`src/rtl/load_store_unit_if.sv`:
```
// rtl/load_store_unit_if.sv - request, response and memory bus bundle for the load/store unit
//
// Purpose: groups every handshake and bus signal of the load/store unit so the
// execute stage, writeback and data memory connect through a single port.
//
// Signals:
//   req_valid/req_ready    execute stage presents a memory op / unit accepts it
//   req_is_store           1 = store, 0 = load
//   req_addr[31:0]         byte address
//   req_wdata[31:0]        store data (rs2)
//   req_funct3[2:0]        [1:0] access size, [2] unsigned load
//   req_rd[4:0]            destination register
//   resp_valid/resp_ready  response handshake towards writeback
//   resp_rdata[31:0]       extended load data
//   resp_rd[4:0]           destination register of the response
//   resp_err               misaligned or illegal op, no memory access made
//   mem_req/mem_we         memory request and write enable
//   mem_addr[31:0]         word-aligned memory address
//   mem_wdata[31:0]        lane-replicated store data
//   mem_be[3:0]            byte enables
//   mem_ack/mem_rdata      completion strobe and read word
//
// Modports: slave is the load/store unit, master is its environment.

interface load_store_unit_if;
    logic        req_valid;
    logic        req_ready;
    logic        req_is_store;
    logic [31:0] req_addr;
    logic [31:0] req_wdata;
    logic [2:0]  req_funct3;
    logic [4:0]  req_rd;

    logic        resp_valid;
    logic        resp_ready;
    logic [31:0] resp_rdata;
    logic [4:0]  resp_rd;
    logic        resp_err;

    logic        mem_req;
    logic        mem_we;
    logic [31:0] mem_addr;
    logic [31:0] mem_wdata;
    logic [3:0]  mem_be;
    logic        mem_ack;
    logic [31:0] mem_rdata;

    modport slave (
        input  req_valid, req_is_store, req_addr, req_wdata, req_funct3, req_rd,
        input  resp_ready, mem_ack, mem_rdata,
        output req_ready, resp_valid, resp_rdata, resp_rd, resp_err,
        output mem_req, mem_we, mem_addr, mem_wdata, mem_be
    );

    modport master (
        output req_valid, req_is_store, req_addr, req_wdata, req_funct3, req_rd,
        output resp_ready, mem_ack, mem_rdata,
        input  req_ready, resp_valid, resp_rdata, resp_rd, resp_err,
        input  mem_req, mem_we, mem_addr, mem_wdata, mem_be
    );
endinterface

```
`src/rtl/load_store_unit.sv`:
```
// rtl/load_store_unit.sv - single-outstanding load/store unit with alignment checks
//
// Purpose: accepts one load or store at a time from the execute stage, checks
// size/alignment, performs one word access on the data memory bus, and returns
// the extended load data (or an error) to writeback. Every output is a register.
//
// Ports:
//   clk   clock, all state updates on the rising edge
//   rst   synchronous active-high reset
//   bus   load_store_unit_if.slave: request, response and memory bus signals
//
// State flow: IDLE -> MEM -> RESP -> IDLE for legal ops, IDLE -> RESP -> IDLE
// for illegal or misaligned ops (memory is never touched for those).

module load_store_unit (
    input  logic                  clk,
    input  logic                  rst,
    load_store_unit_if.slave      bus
);

    typedef enum logic [1:0] {
        LS_BYTE = 2'b00,
        LS_HALF = 2'b01,
        LS_WORD = 2'b10
    } load_size_e;

    typedef enum logic [1:0] {
        IDLE = 2'b00,
        MEM  = 2'b01,
        RESP = 2'b10
    } state_e;

    state_e      state;

    // Request fields that are still needed after the memory access
    logic [1:0]  cap_size;
    logic        cap_uns;
    logic [1:0]  cap_off;
    logic [4:0]  cap_rd;
    logic        cap_store;

    logic        req_illegal;
    logic        req_misaligned;
    logic [3:0]  store_be;
    logic [31:0] store_data;
    logic [31:0] rd_lane;
    logic [31:0] load_ext;

    // Decode of the incoming request, used only in the acceptance cycle
    always_comb begin
        req_illegal    = 1'b0;
        req_misaligned = 1'b0;
        store_be       = 4'b1111;
        store_data     = bus.req_wdata;

        if (bus.req_funct3[1:0] == 2'b11)
            req_illegal = 1'b1;
        if (bus.req_is_store && bus.req_funct3[2])
            req_illegal = 1'b1;
        if (!bus.req_is_store && bus.req_funct3 == 3'b110)
            req_illegal = 1'b1;

        case (bus.req_funct3[1:0])
            LS_BYTE: begin
                store_be   = 4'b0001 << bus.req_addr[1:0];
                store_data = {4{bus.req_wdata[7:0]}};
            end
            LS_HALF: begin
                req_misaligned = bus.req_addr[0];
                store_be       = 4'b0011 << bus.req_addr[1:0];
                store_data     = {2{bus.req_wdata[15:0]}};
            end
            LS_WORD: begin
                req_misaligned = (bus.req_addr[1:0] != 2'b00);
            end
            default: begin
                store_be   = 4'b1111;
                store_data = bus.req_wdata;
            end
        endcase
    end

    // Lane select and extension of the returned word; meaningful only while
    // mem_ack is high in MEM, which is the only time it is registered.
    always_comb begin
        rd_lane  = bus.mem_rdata >> {cap_off, 3'b000};
        load_ext = rd_lane;
        case (cap_size)
            LS_BYTE: load_ext = cap_uns ? {24'h0, rd_lane[7:0]}
                                        : {{24{rd_lane[7]}}, rd_lane[7:0]};
            LS_HALF: load_ext = cap_uns ? {16'h0, rd_lane[15:0]}
                                        : {{16{rd_lane[15]}}, rd_lane[15:0]};
            default: load_ext = rd_lane;
        endcase
    end

    always_ff @(posedge clk) begin
        if (rst) begin
            state          <= IDLE;
            cap_size       <= 2'b00;
            cap_uns        <= 1'b0;
            cap_off        <= 2'b00;
            cap_rd         <= 5'd0;
            cap_store      <= 1'b0;
            bus.req_ready  <= 1'b0;
            bus.resp_valid <= 1'b0;
            bus.resp_rdata <= 32'h0;
            bus.resp_rd    <= 5'd0;
            bus.resp_err   <= 1'b0;
            bus.mem_req    <= 1'b0;
            bus.mem_we     <= 1'b0;
            bus.mem_addr   <= 32'h0;
            bus.mem_wdata  <= 32'h0;
            bus.mem_be     <= 4'b0000;
        end else begin
            case (state)
                IDLE: begin
                    // req_ready rises the first cycle out of reset and stays up
                    // until an op is taken.
                    bus.req_ready <= 1'b1;
                    if (bus.req_valid && bus.req_ready) begin
                        bus.req_ready <= 1'b0;
                        cap_size      <= bus.req_funct3[1:0];
                        cap_uns       <= bus.req_funct3[2];
                        cap_off       <= bus.req_addr[1:0];
                        cap_rd        <= bus.req_rd;
                        cap_store     <= bus.req_is_store;
                        if (req_illegal || req_misaligned) begin
                            state          <= RESP;
                            bus.resp_valid <= 1'b1;
                            bus.resp_err   <= 1'b1;
                            bus.resp_rdata <= 32'h0;
                            bus.resp_rd    <= 5'd0;
                        end else begin
                            state         <= MEM;
                            bus.mem_req   <= 1'b1;
                            bus.mem_we    <= bus.req_is_store;
                            bus.mem_addr  <= {bus.req_addr[31:2], 2'b00};
                            // Loads read the full word; the lane is picked on return.
                            bus.mem_be    <= bus.req_is_store ? store_be : 4'b1111;
                            bus.mem_wdata <= bus.req_is_store ? store_data : 32'h0;
                        end
                    end
                end

                MEM: begin
                    // Bus outputs are left untouched until the ack is seen.
                    if (bus.mem_ack) begin
                        state          <= RESP;
                        bus.mem_req    <= 1'b0;
                        bus.mem_we     <= 1'b0;
                        bus.resp_valid <= 1'b1;
                        bus.resp_err   <= 1'b0;
                        if (cap_store) begin
                            bus.resp_rdata <= 32'h0;
                            bus.resp_rd    <= 5'd0;
                        end else begin
                            bus.resp_rdata <= load_ext;
                            bus.resp_rd    <= cap_rd;
                        end
                    end
                end

                RESP: begin
                    // req_ready stays low during the handshake cycle so a new op
                    // can only be taken once back in IDLE.
                    if (bus.resp_ready) begin
                        state          <= IDLE;
                        bus.req_ready  <= 1'b1;
                        bus.resp_valid <= 1'b0;
                        bus.resp_err   <= 1'b0;
                        bus.resp_rdata <= 32'h0;
                        bus.resp_rd    <= 5'd0;
                    end
                end

                default: begin
                    state <= IDLE;
                end
            endcase
        end
    end

endmodule

```
`src/flat_wrapper.sv`:
```
// flat-port wrapper written by rule: the top's interface ports become plain ports
module load_store_unit_flat 
  (clk, rst, bus_req_valid, bus_req_is_store, bus_req_addr, bus_req_wdata, bus_req_funct3, bus_req_rd, bus_resp_ready, bus_mem_ack, bus_mem_rdata, bus_req_ready, bus_resp_valid, bus_resp_rdata, bus_resp_rd, bus_resp_err, bus_mem_req, bus_mem_we, bus_mem_addr, bus_mem_wdata, bus_mem_be);
  load_store_unit_if bus_i ();
  input  logic clk;
  input  logic rst;
  input wire logic [$bits(bus_i.req_valid)-1:0] bus_req_valid;
  input wire logic [$bits(bus_i.req_is_store)-1:0] bus_req_is_store;
  input wire logic [$bits(bus_i.req_addr)-1:0] bus_req_addr;
  input wire logic [$bits(bus_i.req_wdata)-1:0] bus_req_wdata;
  input wire logic [$bits(bus_i.req_funct3)-1:0] bus_req_funct3;
  input wire logic [$bits(bus_i.req_rd)-1:0] bus_req_rd;
  input wire logic [$bits(bus_i.resp_ready)-1:0] bus_resp_ready;
  input wire logic [$bits(bus_i.mem_ack)-1:0] bus_mem_ack;
  input wire logic [$bits(bus_i.mem_rdata)-1:0] bus_mem_rdata;
  output wire logic [$bits(bus_i.req_ready)-1:0] bus_req_ready;
  output wire logic [$bits(bus_i.resp_valid)-1:0] bus_resp_valid;
  output wire logic [$bits(bus_i.resp_rdata)-1:0] bus_resp_rdata;
  output wire logic [$bits(bus_i.resp_rd)-1:0] bus_resp_rd;
  output wire logic [$bits(bus_i.resp_err)-1:0] bus_resp_err;
  output wire logic [$bits(bus_i.mem_req)-1:0] bus_mem_req;
  output wire logic [$bits(bus_i.mem_we)-1:0] bus_mem_we;
  output wire logic [$bits(bus_i.mem_addr)-1:0] bus_mem_addr;
  output wire logic [$bits(bus_i.mem_wdata)-1:0] bus_mem_wdata;
  output wire logic [$bits(bus_i.mem_be)-1:0] bus_mem_be;
  assign bus_i.req_valid = bus_req_valid;
  assign bus_i.req_is_store = bus_req_is_store;
  assign bus_i.req_addr = bus_req_addr;
  assign bus_i.req_wdata = bus_req_wdata;
  assign bus_i.req_funct3 = bus_req_funct3;
  assign bus_i.req_rd = bus_req_rd;
  assign bus_i.resp_ready = bus_resp_ready;
  assign bus_i.mem_ack = bus_mem_ack;
  assign bus_i.mem_rdata = bus_mem_rdata;
  assign bus_req_ready = bus_i.req_ready;
  assign bus_resp_valid = bus_i.resp_valid;
  assign bus_resp_rdata = bus_i.resp_rdata;
  assign bus_resp_rd = bus_i.resp_rd;
  assign bus_resp_err = bus_i.resp_err;
  assign bus_mem_req = bus_i.mem_req;
  assign bus_mem_we = bus_i.mem_we;
  assign bus_mem_addr = bus_i.mem_addr;
  assign bus_mem_wdata = bus_i.mem_wdata;
  assign bus_mem_be = bus_i.mem_be;
  load_store_unit u_core (.clk(clk), .rst(rst), .bus(bus_i));
endmodule
```
`config.mk`:
```
export PLATFORM = sky130hd
export DESIGN_NAME = load_store_unit_flat
export DESIGN_NICKNAME = d
export VERILOG_FILES = /design/src/rtl/load_store_unit_if.sv /design/src/rtl/load_store_unit.sv /design/src/flat_wrapper.sv
export SDC_FILE = /design/constraint.sdc
export NUM_CORES = 1
export LEC_CHECK = 0
export ABC_AREA = 1
export ABC_CLOCK_PERIOD_IN_PS = 2000
export CORE_MARGIN = 8
export CORE_UTILIZATION = 30
export DETAILED_ROUTE_END_ITERATION = 10
export GPL_TIMING_DRIVEN = 0
export HOLD_SLACK_MARGIN = 0.02
export PLACE_DENSITY = 0.68
export SETUP_SLACK_MARGIN = 0.3
export SLEW_MARGIN = 20
export SYNTH_ARGS = -nofsm -noshare
export SYNTH_HDL_FRONTEND = slang
export SYNTH_SLANG_ARGS = --single-unit
```
`constraint.sdc`:
```
create_clock -name clk -period 2 [get_ports clk]
set_input_delay 0.3 -clock clk [delete_from_list [all_inputs] [get_ports clk]]
set_output_delay 0.3 -clock clk [all_outputs]
set_load 0.01 [all_outputs]
```
# Word level (Yosys, flattened, before mapping)
# Cells that the tools add are included.
# Widths: inputs -> output; s select.
word_totals:
  output_inout_bits: 110
  latchBits: 0
  memories: 0
  in_bits: 110
  reg_bits: 121
  mem_bits_ro: 0
  wordCells: 94
  mem_bits_rw: 0
op_classes:
  muxes: 44
  eq_ne: 12
  n_bitwise: 1
  n_div: 0
  magnitude_cmp: 0
  multipliers: 0
  reduce_logical: 18
  shift: 3
  add_sub_neg: 0
ops:
  columns: ["cell", "count"]
  rows:
  - ["$mux 32", 8]
  - ["$pmux 32 s2", 2]
  - ["$pmux 32 s3", 1]
  - ["$shr 32x5->32", 1]
  - ["$mux 5", 5]
  - ["$pmux 5 s3", 1]
  - ["$mux 1", 14]
  - ["$mux 2", 4]
  - ["$pmux 1 s2", 4]
  - ["$pmux 4 s2", 1]
  - ["$eq 2x1->1 const B", 3]
  - ["$eq 2x2->1 const B", 3]
  - ["$logic_not 2->1", 3]
  - ["$ne 2x2->1 const B", 3]
  - ["$pmux 1 s3", 2]
  - ["$pmux 2 s3", 1]
  - ["$reduce_and 3->1", 2]
  - ["$reduce_bool 2->1", 3]
  - ["$reduce_and 5->1", 1]
  - ["$mux 4", 1]
  - ["$ne 2x1->1 const B", 2]
  - ["$reduce_and 2->1", 2]
  - ["$reduce_and 4->1", 1]
  - ["$shl 1x2->4 const A", 1]
  - ["other kinds (7)", 9]

# Logic depth before layout (Yosys ltp)
depth:
  ltp_word: 8
  depth_mapped: 12
  ltp_nobuf: 11

# Least setup slack after synthesis
# No wires, ideal clock.
synth_path:
  path_type: "flip-flop to flip-flop"
  startpoint: "reg u_core.state[0]"
  endpoint: "reg u_core.bus.resp_rdata[23]"
  period_less_slack_ns: 1.704
  setup_ns: 0.070
  arrival_ns: 1.633
  path_slack_ns: 0.296
  stages_incl_launch_ff: 12
  required_time_ns: 1.930
  path_buffers: 2
  path_cell_list: "dfxtp_1 -> inv_1 -> ha_1 -> nand2_1 -> nand3_1 -> nor2_4 -> nand2_4 -> buf_6 -> buf_6 -> nor2_1 -> nand2_1 -> a21oi_1"
synth_via:
  elab_chain_len: 3
  elab_cells_between_ends: 10
  classes_between: "eq/ne (6); mux (1); reduce/logical (3)"
synth_rtl:
  columns: ["item", "line", "rtl"]
  rows:
  - ["start, declared", "load_store_unit.sv:33", "state_e state;"]
  - ["start signal, assigned", "load_store_unit.sv:99", "state <= IDLE;"]
  - ["start signal, assigned", "load_store_unit.sv:129", "state <= RESP;"]
  - ["start signal, assigned", "load_store_unit.sv:135", "state <= MEM;"]
  - ["$eq 2x1->1 (tied with other cells)", "load_store_unit.sv:116", "case (state)"]
  - ["$ne 2x2->1 (no source line) (tied with other cells)", null, null]
  - ["$reduce_and 5->1 (no source line)", null, null]
  - ["end signal, assigned", "load_store_unit.sv:158", "bus.resp_rdata <= load_ext;"]
  - ["end, declared", "load_store_unit_if.sv:51", "output req_ready, resp_valid, resp_rdata, resp_rd, resp_err,"]
# Parallel ways exist; a longest one is shown, timed or not.
# A chain may end at the register's enable or synchronous reset.

# Final worst setup path
layout_path:
  startpoint: "reg u_core.state[0]"
  endpoint: "reg u_core.bus.resp_rdata[13]"
# The elaborated chain is that of the path after synthesis.

==> impl_metrics.py <==
metrics = {
    "route": {
        "ant_nets": 0,
        "vias": 6489,
        "via_per_inst": 4.589,
        "drc_errors": 0,
        "first_iter_violations": 351,
        "first_pass_iters": 5,
        "finalWirelength_um": 22050,
        "detail_route.wl_per_cell_um": 15.59,
    },
    "run_status": {
        "status": "complete, no violations",
    },
    "sta": {
        "period_needed_ns": 1.708,
        "setup_viol": 0,
        "finalClockSkew_ns": 0.01386,
        "max_slew_margin_pct": 54.69,
        "clock.fmax_mhz": 585.4,
        "rsz0062_at_grt": "true",
        "tightest_slew_ns": 0.6796,
        "hold_violations": 0,
        "fin_crit_sh_pct": 85.42,
        "drv_slew": 0,
    },
    "clock_network": {
        "clock-sinks": 121,
        "clkTransAtPathRegs_ns": 0.06,
        "root_buffer": "clkbuf_16",
        "cts_buffers": 17,
        "cts_max_path_buffers": 2,
        "clock_latency_ns": 0.42,
        "cts_tree": "built",
        "htree_levels": 4,
    },
    "cells_and_area": {
        "drive_gt1_share_pct": 12.36,
        "layout_common_cells": "clkdlybuf4s50_1 (214), nand2_1 (196), dfxtp_1 (119), a21oi_1 (111), nor2_1 (109)",
        "finalInstanceArea_um2": 9370,
        "multi_input_area_um2": 2950,
        "nets": 1254,
        "area.sequential_um2": 2430,
        "layout-area-overhead-vs-synth_pct": 61.37,
        "diodes": 0,
        "nFillCells": 1962,
        "final_common_cell": "clkdlybuf4s50_1",
        "post-route-util_pct": 48.79,
    },
    "global_route": {
        "grt_pass1_wl_um": 34210,
        "grt_max_degree": 17,
        "antenna_found_initial": 2,
        "grt.total_usage_pct": 17.99,
        "grt_pass1_vias": 6340,
        "gr-total-overflow": 0,
    },
    "worst_setup_path": {
        "slowest_stage": "dfxtp_4",
        "worstPathMaxFanout": 6,
        "critPathRequiredTime_ns": 2.34,
        "cp_num_buf_inv": 2,
        "criticalPathCategory": "flip-flop to flip-flop",
        "crit_chain": "inv_4 > ha_4 > nand2_4 > nand3_4 > nor2_4 > nand2_4 > nor2_4 > buf_6 > nand2_1 > a21oi_1",
        "crit_family": "simple AND/OR/NAND/NOR gates",
        "arrival_ns": 2.05,
        "cp-start-kind": "flip-flop",
        "cpPeakStageDelay_ns": 0.38,
        "end_kind": "flip-flop",
    },
    "floorplan": {
        "core_area_um2": 19210,
        "pin_count": 220,
        "die_w_um": 155.1,
        "placementRows": 51,
        "fp.dieH_um": 155.1,
        "start_util_pct": 30.23,
        "die-area_um2": 24060,
    },
    "synthesis": {
        "synth-edff-count": 0,
        "netlist_area_um2": 5807,
        "syn_area_per_cell_um2": 6.584,
        "ys_warn_count": 0,
        "async_flop_share_pct": 0,
        "synth-seq-cells": 121,
        "yosysSeqAreaShare_pct": 41.72,
        "synth_cells": 882,
        "yosysUniqueCellTypes": 26,
        "synth_flop_cell": "dfxtp_1",
    },
    "power": {
        "peakVddDrop_mv": 0.5754,
        "power.density_nw_per_um2": 1064,
        "total_power_mw": 9.971,
        "p_leak_nw": 3.649,
    },
    "placement": {
        "placed_area_um2": 8309,
        "hpwl_um": 16710,
        "portBuffers": 216,
        "gp_congestion": 0.8812,
    },
    "flow_run": {
        "maxCapViolCount": 0,
    },
    "worst_hold_path": {
        "hold_class": "input pin to flip-flop",
    },
}
[sequential cells by signal (all words and copies together) (netlist names), 2 cells and up]
signal / count
u_core.bus.resp_rd: 5
u_core.bus.mem_be: 4
u_core.cap_size: 2
u_core.cap_rd: 5
u_core.bus.mem_wdata: 32
u_core.state: 2
u_core.bus.mem_addr: 30
u_core.bus.resp_rdata: 32
u_core.cap_off: 2
[final timing paths]
path	depth (start not counted)	slack (ns)	endpoint	start
max	10	0.29	u_core.bus.resp_rdata[13]	u_core.state[0]
min	3	0.35	u_core.cap_size[0]	bus_req_funct3[0]
max reg2reg	10	0.29	u_core.bus.resp_rdata[13]	u_core.state[0]
min reg2reg	2	0.44	u_core.bus.mem_addr[23]	u_core.bus.mem_addr[23]
[worst min-delay path: cells and delay by family]
kind / cells / cell delay [ns]
compound gates: 1 / 0.07
buf+inv: 2 / 0.34
[synthesized netlist by cell type (3+ instances only)]
cell        n  area, um2
a21oi_1   116      580.6
a31oi_1     8      50.05
buf_1       4      15.01
buf_2      22      110.1
buf_4       3      22.52
buf_6       4      45.04
clkbuf_1   24      90.09
dfxtp_1   121       2422
ha_1        8      100.1
inv_1      95      356.6
inv_2       3      11.26
nand2_1   204      765.7
nand3_1    40      200.2
nor2_1    114      427.9
nor2_2      6      37.54
o21ai_0   100      500.5
[power breakdown]
part / internal, mW / total (mW) / switching, mW
clock: 1.77 / 3.02 / 1.24
combinational: 1.79 / 3.99 / 2.20
sequential: 2.76 / 2.96 / 0.205
[kinds of logic after synthesis]
| family | Yosys count | share of synthesized area (%) |
|---|---|---|
| AO/OA/AOI/OAI | 226 | 19.69 |
| adder cells (fa/ha/maj) | 8 | 1.724 |
| buffers and inverters | 156 | 11.27 |
| flip-flops | 121 | 41.72 |
| other | 1 | 0.06458 |
| AND/OR/NAND/NOR | 370 | 25.53 |
[layer usage]
layer  up-vias  part of all wire, %  GRT usage [%]
li1       3319                    -              -
met1      2899                   42          22.01
met2       243                   46          28.69
met3        24                   11          7.684
met4         4                  1.0          4.246
met5         -                 0.10              0
[what timing repair did]
action                                  in CTS  in global routing
setup buffers                                9                  4
gates resized for setup                     48                 74
endpoints found under the setup margin     105                 98
pin swaps                                    7                 15
gates cloned                                 1                  4
hold buffers                                 0                  0
[final cells by class]
cell class	instances	share of cell area, %
Inverter	99	4.059
Sequential cell	121	25.93
Tap cell	265	3.539
Timing Repair Buffer	233	24.96
Clock buffer	18	4.687
Multi-Input combinational cell	607	31.49
Buffer	57	3.912
Clock inverter	14	1.429
[metrics by stage]
stage	instances	setup WS, ns	TNS (ns)	hold slack, ns
floorplan	883	0.3008	0	0.4237
global placement	1364	-0.5822	-45.04	0.4312
detailed placement	1364	-0.6181	-46.68	0.4351
CTS	1406	0.3002	0	0.3179
global route	1414	0.2167	0	0.3541
finish	1414	0.2916	0	0.3453
No activity file was read; power rests on OpenSTA's default activity.
